**src/rtl/adc045_block_avg.sv**
```systemverilog
// Block averager for the ADC045 sample stream. Sums sync-aligned blocks of 2^LOG2_N
// samples and queues {seq, average} in a first-word-fall-through FIFO.
module adc045_block_avg #(
    parameter int DATA_W     = 24,
    parameter int LOG2_N     = 4,
    parameter int FIFO_DEPTH = 8,
    parameter int SEQ_W      = 16
) (
    input  logic                            clk,
    input  logic                            nRST,
    input  logic                            sync,
    input  logic                            ready_sample,
    input  logic [DATA_W-1:0]               adc045_data,
    output logic                            m_valid,
    input  logic                            m_ready,
    output logic [DATA_W-1:0]               m_data,
    output logic [SEQ_W-1:0]                m_seq,
    output logic [$clog2(FIFO_DEPTH):0]     fifo_level,
    output logic                            ovf,
    input  logic                            ovf_clr,
    output logic [7:0]                      abort_cnt
);

    // state      | meaning
    // WAIT_SYNC  | idle after reset, samples ignored until the first sync
    // ACCUM      | summing samples into the current block
    typedef enum logic {ST_WAIT_SYNC, ST_ACCUM} state_t;

    localparam int ACC_W = DATA_W + LOG2_N;
    localparam int CNT_W = LOG2_N;
    localparam int PTR_W = $clog2(FIFO_DEPTH);
    localparam int LVL_W = PTR_W + 1;
    localparam int ENT_W = SEQ_W + DATA_W;
    localparam int N     = 1 << LOG2_N;

    state_t                  state_q, state_d;
    logic signed [ACC_W-1:0] acc_q, acc_d;
    logic [CNT_W-1:0]        cnt_q, cnt_d;
    logic [SEQ_W-1:0]        seq_q, seq_d;
    logic                    pend_vld_q, pend_vld_d;
    logic [DATA_W-1:0]       pend_data_q, pend_data_d;
    logic [SEQ_W-1:0]        pend_seq_q, pend_seq_d;
    logic [ENT_W-1:0]        mem_q [FIFO_DEPTH];
    logic [ENT_W-1:0]        mem_d [FIFO_DEPTH];
    logic [PTR_W-1:0]        wr_ptr_q, wr_ptr_d;
    logic [PTR_W-1:0]        rd_ptr_q, rd_ptr_d;
    logic [LVL_W-1:0]        level_q, level_d;
    logic                    ovf_q, ovf_d;
    logic [7:0]              abort_q, abort_d;

    logic signed [ACC_W-1:0] data_ext;
    logic signed [ACC_W-1:0] acc_sum;
    logic                    pop;
    logic                    full;
    logic                    push_ok;

    assign data_ext = {{LOG2_N{adc045_data[DATA_W-1]}}, adc045_data};
    assign acc_sum  = acc_q + data_ext;

    always_comb begin
        state_d     = state_q;
        acc_d       = acc_q;
        cnt_d       = cnt_q;
        seq_d       = seq_q;
        abort_d     = abort_q;
        pend_vld_d  = 1'b0;
        pend_data_d = pend_data_q;
        pend_seq_d  = pend_seq_q;

        if (sync) begin
            // sync wins over a completing sample; the partial block is dropped
            if (state_q == ST_ACCUM && cnt_q != '0 && abort_q != 8'hFF)
                abort_d = abort_q + 8'd1;
            state_d = ST_ACCUM;
            seq_d   = '0;
            if (ready_sample) begin
                acc_d = data_ext;
                cnt_d = CNT_W'(1);
            end else begin
                acc_d = '0;
                cnt_d = '0;
            end
        end else if (state_q == ST_ACCUM && ready_sample) begin
            if (cnt_q == CNT_W'(N - 1)) begin
                // upper slice of the final sum is the floor-rounded arithmetic shift
                pend_vld_d  = 1'b1;
                pend_data_d = acc_sum[ACC_W-1:LOG2_N];
                pend_seq_d  = seq_q;
                acc_d       = '0;
                cnt_d       = '0;
                seq_d       = seq_q + SEQ_W'(1);
            end else begin
                acc_d = acc_sum;
                cnt_d = cnt_q + CNT_W'(1);
            end
        end
    end

    assign pop     = (level_q != '0) && m_ready;
    assign full    = (level_q == LVL_W'(FIFO_DEPTH));
    assign push_ok = pend_vld_q && (!full || pop);

    always_comb begin
        mem_d    = mem_q;
        wr_ptr_d = wr_ptr_q;
        rd_ptr_d = rd_ptr_q;
        level_d  = level_q;
        ovf_d    = ovf_q;

        if (push_ok) begin
            mem_d[wr_ptr_q] = {pend_seq_q, pend_data_q};
            wr_ptr_d        = wr_ptr_q + PTR_W'(1);
        end
        if (pop)
            rd_ptr_d = rd_ptr_q + PTR_W'(1);

        case ({push_ok, pop})
            2'b10:   level_d = level_q + LVL_W'(1);
            2'b01:   level_d = level_q - LVL_W'(1);
            default: level_d = level_q;
        endcase

        if (ovf_clr)
            ovf_d = 1'b0;
        if (pend_vld_q && !push_ok)
            ovf_d = 1'b1;
    end

    always_ff @(posedge clk or negedge nRST) begin
        if (!nRST) begin
            state_q     <= ST_WAIT_SYNC;
            acc_q       <= '0;
            cnt_q       <= '0;
            seq_q       <= '0;
            pend_vld_q  <= 1'b0;
            pend_data_q <= '0;
            pend_seq_q  <= '0;
            wr_ptr_q    <= '0;
            rd_ptr_q    <= '0;
            level_q     <= '0;
            ovf_q       <= 1'b0;
            abort_q     <= '0;
            for (int i = 0; i < FIFO_DEPTH; i++)
                mem_q[i] <= '0;
        end else begin
            state_q     <= state_d;
            acc_q       <= acc_d;
            cnt_q       <= cnt_d;
            seq_q       <= seq_d;
            pend_vld_q  <= pend_vld_d;
            pend_data_q <= pend_data_d;
            pend_seq_q  <= pend_seq_d;
            wr_ptr_q    <= wr_ptr_d;
            rd_ptr_q    <= rd_ptr_d;
            level_q     <= level_d;
            ovf_q       <= ovf_d;
            abort_q     <= abort_d;
            mem_q       <= mem_d;
        end
    end

    assign m_valid         = (level_q != '0);
    assign {m_seq, m_data} = mem_q[rd_ptr_q];
    assign fifo_level      = level_q;
    assign ovf             = ovf_q;
    assign abort_cnt       = abort_q;

endmodule

```
**config.mk**
```make
export PLATFORM = sky130hd
export DESIGN_NAME = adc045_block_avg
export DESIGN_NICKNAME = d
export VERILOG_FILES = /design/src/rtl/adc045_block_avg.sv
export SDC_FILE = /design/constraint.sdc
export NUM_CORES = 1
export LEC_CHECK = 0
export BUFFER_PORTS_ARGS = -buffer_cell sky130_fd_sc_hd__buf_4
export CAP_MARGIN = 10
export CORE_UTILIZATION = 45
export DETAILED_ROUTE_END_ITERATION = 10
export GPL_TIMING_DRIVEN = 0
export SLEW_MARGIN = 20
export SYNTH_ARGS = -nofsm -noshare
export SYNTH_HDL_FRONTEND = slang
export SYNTH_SLANG_ARGS = --single-unit
```
**constraint.sdc**
```tcl
create_clock -name clk -period 3.4 [get_ports clk]
set_input_delay 0.51 -clock clk [delete_from_list [all_inputs] [get_ports clk]]
set_output_delay 0.51 -clock clk [all_outputs]
set_load 0.03 [all_outputs]
```
==> summary.txt, run 1 <==
Run status
  • Status: complete, no violations

Critical path
  • Crit path depth: 5
  • Worst R2R Setup Slack: 0.24 ns
  • CP max-delay cell: clkbuf_1
  • RR Endpoint: pend_data_q[22]
  • CP cell instances: clkbuf_1 > clkbuf_2 > mux4_2 > mux2_2 > buf_4
  • Critical path endpoint: m_data[10]
  • CP Max Fanout: 10
  • Crit start category: register
  • R2R depth: 13
  • Slowest cell delay on critical path: 0.46 ns
  • RR Startpoint: acc_q[0]
  • WP buf/inv: 3
  • Origin of the worst setup path: rd_ptr_q[1]
  • Crit path capture type: output pin
  • CP arrival: between 2 and 3 ns
  • Required @ worst endpoint: 2.89 ns
  • Crit Path Class: register to output pin
  • Crit path max-delay family: buffers and inverters

Logic synthesis
  • Simple-gate share of the synthesized area: under 10%
  • Syn_area_per_cell: between 10 and 15 um2
  • Netlist cell types: 51
  • Post-synthesis sequential area ratio: 53.4%
  • Post-synth ARST share: 100%
  • Yosys reg bits: 429
  • Post-synthesis mux area share: 29.3%
  • Synth Area in Adders: 2.38%
  • Xor-xnor portion of the synthesized cell area: under 10%
  • Syn nets: 1,553
  • Yosys warning count: 0
  • Largest family of logic cells by synthesized area: multiplexers
  • Post-synth top area share: approximately 53%
  • EDFF count, synth: 0
  • Largest cells by area after synthesis: dfrtp_1 53%, mux2_2 20%, mux4_2 9.0%
  • Primary FF master, synth: dfrtp_1
  • Post-synth top area cell: dfrtp_1
  • Compound-cell area share of the yosys netlist: under 10%
  • Cell area after synthesis: roughly 20,000 um2
  • Mapped Cells: 1,486

Floorplan
  • Die area: 45,500 um2
  • Die Width: ~210 um
  • Num rows: 77
  • Io pins: 84
  • Core ar.: 44,100 um2
  • Initial Util: 45.5%
  • Die height: 213 um

Placed design
  • RePlAce Congestion: 0.866
  • DP Wirelength: 30.4 mm
  • IO Port Bufs: 83
  • DP Area: 21,600 um2

STA
  • Final hold viol count: 0
  • Worst Tran Pin Value: 0.915 ns
  • Clock Skews: ~0.012 ns
  • Max frequency: ~310 MHz
  • Final period util: 95.1%
  • RSZ-0062 raised after global routing: no
  • WHS: 0.147 ns
  • Tmin final: 3.23 ns
  • Setup TNS: 0 ns
  • Final slew viol count: 0
  • Headroom to the max-slew limit: 39.0%
  • Final setup vio count: 0

Pwr
  • P per Cell Area: 608 nW/um2
  • Leakage power: 11.4 nW
  • Logic pwr share: 24.1%
  • Sequential fraction of design power: approximately 39%
  • Total Power: 14.1 mW
  • Sw frac: 30.3%
  • Int Pwr: 9.86 mW
  • Clock network power share: 37.2%
  • Net switching power figure: 4.28 mW
  • IR drop worst, VDD: 0.537 mV

Finish
  • Layout area overhead: 15.8%
  • Fin nets: 1,691
  • Post-route cell area: 23,300 um2
  • Layout cells sized above 1: 38.5%
  • Antenna diodes: 0
  • Final core occ: a little over half

Drt
  • DRC: 0
  • 1st-pass router iterations: 5
  • Wire per inst: roughly 20 um
  • Avg Vias per Cell: between 5 and 6
  • DRT iter0 DRCs: around 660
  • Vias: 12,381
  • Post-Route WL: around 46 mm
  • Routed Antenna Nets: 0

Clocking
  • Deepest clock path buffer count: 3
  • CTS Buf Count: 47
  • Clock tree root buffer cell: clkbuf_16
  • CTS tree: built
  • Setup Fix Bufs, Post-CTS: 0
  • Htree depth: 2
  • Worst-skew pair later-pin latency: about 0.57 ns
  • CTS clock-pin slew for the worst setup and hold paths: ~0.060 ns
  • CTS Sinks: approximately 430

GRT
  • Global route overflow: 0
  • Initial antenna violation count: 0
  • Vias in the first global route: 12,979
  • First-pass GRT wire length: 74.0 mm
  • Gr usage total: 21.3%
  • Largest net degree at the start of global routing: 90

Min path
  • Hold Path Class: input port to register
  • Worst hold stages: 2

Flow run
  • Maxcap violations: 0
worst reg2reg max path: cells and delay by family, from the launching register on:
| family | cells | cell delay [ns] |
|---|---|---|
| fa+ha+maj | 2 | 0.58 |
| xor+xnor | 1 | 0.24 |
| flops | 1 | 0.34 |
| buf+inv | 1 | 0.06 |
| simple gates | 2 | 0.30 |
| compound gates | 7 | 1.50 |
stage by stage:
stage,std cells,setup slack [ns]
final,2250,0.165
after floorplan,1486,0.590
after global routing,2250,0.0560
after detailed placement,2166,-0.00766
after CTS,2250,-0.104
after global placement,2161,-2.60
logic make-up after synthesis:
family,after synthesis
xor+xnor,57
buf+inv,103
mux,443
compound gates,114
flops,429
fa+ha+maj,37
simple gates,303
timing repair:
item / 4_1_cts / 5_1_grt
hold buffers: 1 / 0
endpoints found under the hold margin: 70 / 0
pin swaps: 0 / 0
endpoints found under the setup margin: 40 / 40
resized for setup: 39 / 12
flip-flops by register name, indices dropped and copies added (netlist names), 4 cells and up:
| signal | cells |
|---|---|
| pend_data_q | 24 |
| fifo_level | 4 |
| seq_q | 16 |
| cnt_q | 4 |
| pend_seq_q | 16 |
| mem_q | 320 |
| acc_q | 28 |
| abort_cnt | 8 |
worst min-delay path by stage:
stage	from	endpoint	slack [ns]
6_report	ovf_clr	ovf	0.15
5_1_grt	ovf_clr	ovf	0.14
4_1_cts	ovf_clr	ovf	0.12
3_5_place_dp	acc_q[14]	acc_q[14]	0.48
3_3_place_gp	acc_q[14]	acc_q[14]	0.47
2_1_floorplan	nRST	abort_cnt[0]	0.21
area by class of cell:
| class | count | area, um2 |
|---|---|---|
| Inverter | 19 | 71.3 |
| Buffer | 84 | 363 |
| Multi-Input combinational cell | 954 | 8970 |
| Fill cell | 3872 | 20900 |
| Sequential cell | 429 | 10700 |
| Clock buffer | 65 | 1380 |
| Tap cell | 592 | 741 |
| Timing Repair Buffer | 89 | 778 |
| Clock inverter | 18 | 228 |
cells in the final DEF, fill, tap and decap left out, types with 7 or more instances in the layout:
master	synthesis	layout
xnor2_1	28	28
inv_1	18	18
a21o_1	16	16
buf_4	0	83
nand4_1	14	14
a21oi_1	31	31
and3_1	10	10
clkbuf_2	1	9
clkbuf_8	0	9
nand3_1	18	18
a221oi_1	19	19
ha_1	35	35
mux4_2	80	80
o21ai_0	19	19
o21ai_1	7	7
nor2_1	74	74
xor2_1	28	28
nand2_1	156	156
clkinv_2	0	9
buf_1	27	18
mux2_2	361	361
clkbuf_16	0	49
dfrtp_1	429	429
clkbuf_1	55	54
cells in the mapped netlist (2+ instances only):
cell type and number:
inv_1 18, o21ai_0 19, or2_2 3, a21oi_1 31, and4_1 2, nand3_1 18, a21o_1 16, fa_1 2
nand3b_1 3, nor2b_1 2, ha_1 35, clkbuf_1 55, nand2_1 156, a211o_1 2, mux4_2 80, mux2i_1 2
o221a_2 2, nand2b_1 4, xnor2_1 28, or3_1 3, and3_1 10, o21ai_1 7, buf_1 27, a22oi_1 2
xor2_1 28, a21oi_2 3, a221oi_1 19, nor2_1 74, dfrtp_1 429, nand4_1 14, o21a_1 2, and2_1 2
o22ai_1 4, mux2_2 361, nor3_1 6, nor4b_1 2
power by group through the flow:
| stage | Combinational, mW | Clock [mW] | Sequential (mW) |
|---|---|---|---|
| detailed placement | 3.40 | 0 | 5.56 |
| CTS | 3.43 | 5.40 | 5.47 |
| finish | 3.41 | 5.26 | 5.47 |
| global route | 3.74 | 5.60 | 5.49 |
| global placement | 3.37 | 0 | 5.55 |
| floorplan | 2.26 | 0 | 5.63 |
routing by layer:
metal | routed length, um | share of wire [%] | track usage [%]
met3 | 1780 | 3.9 | 2.86
met4 | 961 | 2.1 | 6.75
met1 | 21100 | 46 | 30.2
met2 | 22000 | 48 | 33.9
met5 | 0 | 0 | 0
(Power assumes the default switching activity.)
==> run 2, diff against run 1 <==
- CORE_ASPECT_RATIO: unset -> 1.25
- CTS_CLUSTER_SIZE: unset -> 8
==> run 2 against run 1 <==
Compared with the run above: cell count decreased by 1.8%; final area decreased by 0.71%; clock power decreased by 4.0%; clock skew increased by 0.0024 ns; register-to-register slack got worse by 0.08 ns; via count increased by 0.24%; die area about the same; non-clock buffer count decreased by 1; largest power group unchanged.
==> summary.txt, run 2 (synthesis results as in run 1) <==
Placed design
  • Post-placement cell count: 2,145 (-0.97%)
  • RePlAce Congestion: 0.859 (-0.91%)
  • DP Area: 21,600 um2 (-0.24%)
  • DP Wirelength: 30.8 mm (+1.2%)
  • IO Port Bufs: 83 (unchanged)

GRT
  • First-pass GRT wire length: 75.4 mm (+1.8%)
  • Largest net degree at the start of global routing: 98 (+8.9%)
  • Gr usage total: 21.5% (+0.20 points)
  • Initial antenna violation count: 0 (unchanged)
  • Vias in the first global route: 13,526 (+4.2%)
  • Global route overflow: 0 (unchanged)

Floorplan
  • Initial Util: 45.6% (about the same)
  • Io pins: 84 (unchanged)
  • Num rows: 86 (+12%)
  • Die Width: 191 um (-10%)
  • Core ar.: 44,100 um2 (about the same)
  • Die area: 45,500 um2 (about the same)
  • Die height: 238 um (+12%)

Critical path
  • Crit Path Class: register to output pin
  • Worst R2R Setup Slack: 0.16 ns (-0.08 ns)
  • RR Startpoint: acc_q[0]
  • Crit start category: register
  • R2R depth: 13 (unchanged)
  • Required @ worst endpoint: 2.89 ns (about the same)
  • CP arrival: 2.76 ns (+0.04 ns)
  • RR Endpoint: pend_data_q[22]
  • Crit path capture type: output pin
  • CP Max Fanout: 10 (unchanged)

Finish
  • Flip-flop count of the largest register after layout: 320 (unchanged)
  • Filler cell count: 3,805 (-1.7%)
  • Post-route cell area: 23,100 um2 (-0.71%)
  • Fin nets: 1,702 (+0.65%)
  • Biggest regs: mem_q x320, acc_q x28, pend_data_q x24
  • Largest register by flop count: mem_q
  • Antenna diodes: 0 (unchanged)
  • Layout area overhead: 14.9%
  • Most frequent cells in the layout: 429 x dfrtp_1, 361 x mux2_2, 156 x nand2_1, 82 x buf_4, 80 x mux4_2
  • Leading cell type in the layout, fill and taps excluded: dfrtp_1
  • Non-filler cells, final: 2,209 (-1.8%)
  • Layout cells sized above 1: 38.2% (-0.36 points)

Pwr
  • P per Cell Area: 603 nW/um2 (-0.72%)
  • Total Power: 13.9 mW (-1.4%)
  • IR drop worst, VDD: 0.398 mV (-26%)
  • Leakage power: 11.4 nW (-0.54%)

Drt
  • DRT iter0 DRCs: 524 (-21%)
  • DRC: 0 (unchanged)
  • Routed Antenna Nets: 0 (unchanged)
  • Avg Vias per Cell: 5.62 (+2.1%)
  • Wire per inst: 21.2 um (+4.0%)
  • Vias: 12,411 (+0.24%)
  • Post-Route WL: 46.8 mm (+2.1%)
  • 1st-pass router iterations: 4 (-1)

Flow run
  • Maxcap violations: 0 (unchanged)

Clocking
  • Deepest clock path buffer count: 3 (unchanged)
  • CTS Sinks: 429 (unchanged)
  • Worst-skew pair later-pin latency: 0.58 ns (about the same)
  • CTS tree: built
  • CTS clock-pin slew for the worst setup and hold paths: 0.05 ns (about the same)
  • Clock tree root buffer cell: clkbuf_16
  • Htree depth: 2 (unchanged)
  • CTS Buf Count: 59 (+26%)

STA
  • Final hold viol count: 0 (unchanged)
  • Final setup vio count: 0 (unchanged)
  • RSZ-0062 raised after global routing: no
  • Headroom to the max-slew limit: 29.2% (-9.7 points)
  • Final period util: 96.2% (+1.1 points)
  • Clock Skews: 0.0147 ns (+0.00242 ns)
  • Final slew viol count: 0 (unchanged)
  • Worst Tran Pin Value: 1.05 ns (+0.131 ns)
  • Tmin final: 3.27 ns (+0.0358 ns)
  • WHS: 0.137 ns (-0.0101 ns)
  • Max frequency: 306 MHz (-1.1%)

Min path
  • Worst Min Path Start: ovf_clr
  • Worst hold stages: 2 (unchanged)
  • Hold Path Class: input port to register
  • WHS Endpoint: ovf

Run status
  • Status: complete, no violations
==> run 2: worst max-delay path by stage <==
stage / end / startpoint / slack, ns
2_1_floorplan: acc_q[27] / adc045_data[17] / 0.59
3_3_place_gp: mem_q[44] / nRST / -2.52
3_5_place_dp: pend_data_q[22] / adc045_data[0] / -0.03
4_1_cts: m_seq[14] / rd_ptr_q[1] / 0.003
5_1_grt: pend_data_q[22] / acc_q[0] / 0.008
6_report: m_seq[14] / rd_ptr_q[0] / 0.13
==> run 2: routing by layer <==
metal	wire length, um	share of wire (%)	vias up	track usage (%)
met2	23900	51	234	37.1
li1	-	-	5629	-
met3	1790	3.8	80	3.43
met4	1160	2.5	0	7.01
met5	0	0	-	0
met1	19900	43	6468	27.3
==> run 2: cell type report <==
class                      instances  area, um2  area share (%)
multi-input combinational        954       8970            38.8
tap                              572        716            3.10
inverter                          19       71.3           0.309
timing repair buffer              88        751            3.25
sequential                       429      10700            46.5
clock buffer                      59       1480            6.39
buffer                            84        353            1.53
clock inverter                     4       31.3           0.135
==> run 2: what timing repair did <==
item,CTS,global route
hold buffers,1,0
buffers inserted,0,0
endpoints found under the hold margin,63,0
setup endpoints to repair,40,24
resized for setup,35,7
==> run 2: power breakdown <==
group,internal (mW),total [mW],switching (mW)
Sequential,5.32,5.48,0.157
Combinational,1.33,3.41,2.08
Clock,3.02,5.05,2.03
Total,9.67,13.9,4.27
==> run 2: critical path, stage by stage, from the launching register on <==
cell	delay, ns
dfrtp_1	0.34
clkbuf_2	0.28
clkdlybuf4s15_2	0.52
mux4_2	0.55
mux2_2	0.30
buf_4	0.18
==> run 2: through the flow <==
step	setup TNS (ns)	util, %	setup slack [ns]
after floorplan	0	-	0.590
after global placement	-1057.18	48.6	-2.52
after detailed placement	-0.0291	48.9	-0.0291
after CTS	0	52.4	0.00252
after global routing	0	52.4	0.00799
final	0	52.4	0.129
==> run 3, diff against run 2 <==
- MAX_ROUTING_LAYER: unset -> met4
==> run 3 against run 2 <==
Compared with the run above: cell count is the same; setup slack better by 0.012 ns; combinational power is essentially flat; wire length is 0.50% lower; critical path type unchanged; highest routed layer unchanged.
==> summary.txt, run 3 (synthesis results as in run 1) <==
Pwr
  • Total Power: 13.9 mW (about the same)
  • P per Cell Area: 603 nW/um2 (about the same)
  • Net switching power figure: 4.26 mW (-0.21%)
  • Leakage power: 11.4 nW (unchanged)
  • Int Pwr: 9.67 mW (about the same)
  • IR drop worst, VDD: 0.398 mV (-0.16%)
  • Sw frac: 30.6% (-0.045 points)
  • Sequential fraction of design power: 39.3% (about the same)
  • Logic pwr share: 24.4% (about the same)
  • Clock network power share: 36.2% (about the same)

Finish
  • Fin nets: 1,702 (unchanged)
  • Layout cells sized above 1: 38.2% (unchanged)
  • Leading cell type in the layout, fill and taps excluded: dfrtp_1
  • Non-filler cells, final: 2,209 (unchanged)
  • Flip-flop count of the largest register after layout: 320 (unchanged)
  • Largest register by flop count: mem_q
  • Layout area overhead: 14.9% (unchanged)
  • Biggest regs: mem_q x320, acc_q x28, pend_data_q x24
  • Final core occ: 52.4% (unchanged)
  • Antenna diodes: 0 (unchanged)
  • Post-route cell area: 23,100 um2 (unchanged)
  • Most frequent cells in the layout: 429 x dfrtp_1, 361 x mux2_2, 156 x nand2_1, 82 x buf_4, 80 x mux4_2

Flow run
  • Maxcap violations: 0 (unchanged)

Drt
  • 1st-pass router iterations: 4 (unchanged)
  • DRT iter0 DRCs: 553 (+5.5%)
  • Wire per inst: 21.1 um (-0.50%)
  • Vias: 12,376 (-0.28%)
  • Avg Vias per Cell: 5.60 (-0.28%)
  • DRC: 0 (unchanged)
  • Routed Antenna Nets: 0 (unchanged)
  • Post-Route WL: 46.5 mm (-0.50%)

STA
  • Worst setup margin: 0.142 ns (+0.0124 ns)
  • Headroom to the max-slew limit: 33.0% (+3.8 points)
  • Tmin final: 3.26 ns (-0.0124 ns)
  • Final slew viol count: 0 (unchanged)
  • Clock Skews: 0.0170 ns (+0.00230 ns)
  • Final period util: 95.8% (-0.36 points)
  • RSZ-0062 raised after global routing: no
  • Setup TNS: 0 ns (unchanged)
  • WHS: 0.137 ns (-0.00000500 ns)
  • Final hold viol count: 0 (unchanged)
  • Final setup vio count: 0 (unchanged)
  • Worst Tran Pin Value: 0.990 ns (-0.0563 ns)
  • Max frequency: 307 MHz (+0.38%)

GRT
  • Vias in the first global route: 13,500 (-0.19%)
  • Gr usage total: 22.1% (+0.65 points)
  • First-pass GRT wire length: 75.4 mm (about the same)
  • Met3 usage: 3.43% (unchanged)
  • Met1 usage: 27.3% (+0.039 points)
  • Global route overflow: 0 (unchanged)
  • Largest net degree at the start of global routing: 98 (unchanged)
  • Initial antenna violation count: 0 (unchanged)
  • Met2 Track Usage GR: 37.1% (about the same)
  • GRT busiest layer: met2

Clocking
  • CTS Sinks: 429 (unchanged)
  • Worst-skew pair later-pin latency: 0.58 ns (about the same)
  • Setup Fix Bufs, Post-CTS: 0 (unchanged)
  • CTS Buf Count: 59 (unchanged)
  • Clock tree root buffer cell: clkbuf_16
  • CTS tree: built
  • CTS clock-pin slew for the worst setup and hold paths: 0.05 ns (about the same)
  • Deepest clock path buffer count: 3 (unchanged)
  • Htree depth: 2 (unchanged)

Floorplan
  • Io pins: 84 (unchanged)
  • Die height: 238 um (unchanged)
  • Core ar.: 44,100 um2 (unchanged)
  • Die Width: 191 um (unchanged)
  • Die area: 45,500 um2 (unchanged)
  • Num rows: 86 (unchanged)
  • Initial Util: 45.6% (unchanged)

Critical path
  • Crit start category: register
  • CP max-delay cell: mux4_2
  • Crit Path Class: register to output pin
  • Slowest cell delay on critical path: 0.55 ns (about the same)
  • CP cell instances: clkbuf_2 > clkdlybuf4s15_2 > mux4_2 > mux2_2 > buf_4
  • CP Max Fanout: 10 (unchanged)
  • Crit path capture type: output pin
  • CP arrival: 2.75 ns (about the same)
  • Required @ worst endpoint: 2.89 ns (about the same)

Run status
  • Status: complete, no violations

Placed design
  • RePlAce Congestion: 0.875 (+1.9%)
  • DP Wirelength: 30.8 mm (unchanged)
  • Setup WS pre-CTS: -0.0291 ns (unchanged)
  • Post-placement cell count: 2,145 (unchanged)
  • IO Port Bufs: 83 (unchanged)
  • DP Area: 21,600 um2 (unchanged)

Min path
  • Hold Path Class: input port to register
run 3: cell counts in the layout (fill, tap and decap cells not counted):
No cell type changed its count.
run 3: critical path: cells and delay by family (launching register included):
kind                   cells  cell delay [ns]
DFF                        1             0.34
buffers and inverters      3             0.97
muxes                      2             0.85
run 3: metal layers:
layer / part of all wire [%] / up-vias
met5: 0 / -
met4: 2.7 / 0
met3: 3.8 / 88
met2: 51 / 237
met1: 42 / 6442
li1: - / 5609
run 3: area by class of cell:
| class | instances | area [um2] |
|---|---|---|
| fill | 3805 | 21000 |
| sequential | 429 | 10700 |
| multi-input combinational | 954 | 8970 |
| clock buffer | 59 | 1480 |
| timing repair buffer | 88 | 751 |
| tap | 572 | 716 |
| buffer | 84 | 353 |
| inverter | 19 | 71.3 |
| clock inverter | 4 | 31.3 |
run 3: timing repair:
item / CTS / global route
gates resized for setup: 35 / 7
endpoints found under the hold margin: 63 / 0
hold buffers: 1 / 0
setup endpoints to repair: 40 / 24
run 3: path summary, 6_finish.rpt:
path                                   from               to  slack (ns)  cells after the start
max in group asynchronous              nRST     abort_cnt[0]        1.58                      4
worst max-delay path            rd_ptr_q[0]        m_seq[14]        0.14                      5
worst min-delay path                ovf_clr              ovf        0.14                      2
worst min register to register    acc_q[22]        acc_q[22]        0.49                      2
min in group asynchronous              nRST       mem_q[146]        0.49                      2
worst max register to register     acc_q[0]  pend_data_q[22]        0.14                     13
run 3: power groups by stage:
stage	clock, mW	sequential [mW]	combinational (mW)
3_3_place_gp	0	5.55	3.35
3_5_place_dp	0	5.56	3.41
5_1_grt	5.41	5.50	3.71
4_1_cts	5.20	5.48	3.44
2_1_floorplan	0	5.63	2.26
6_report	5.05	5.48	3.40
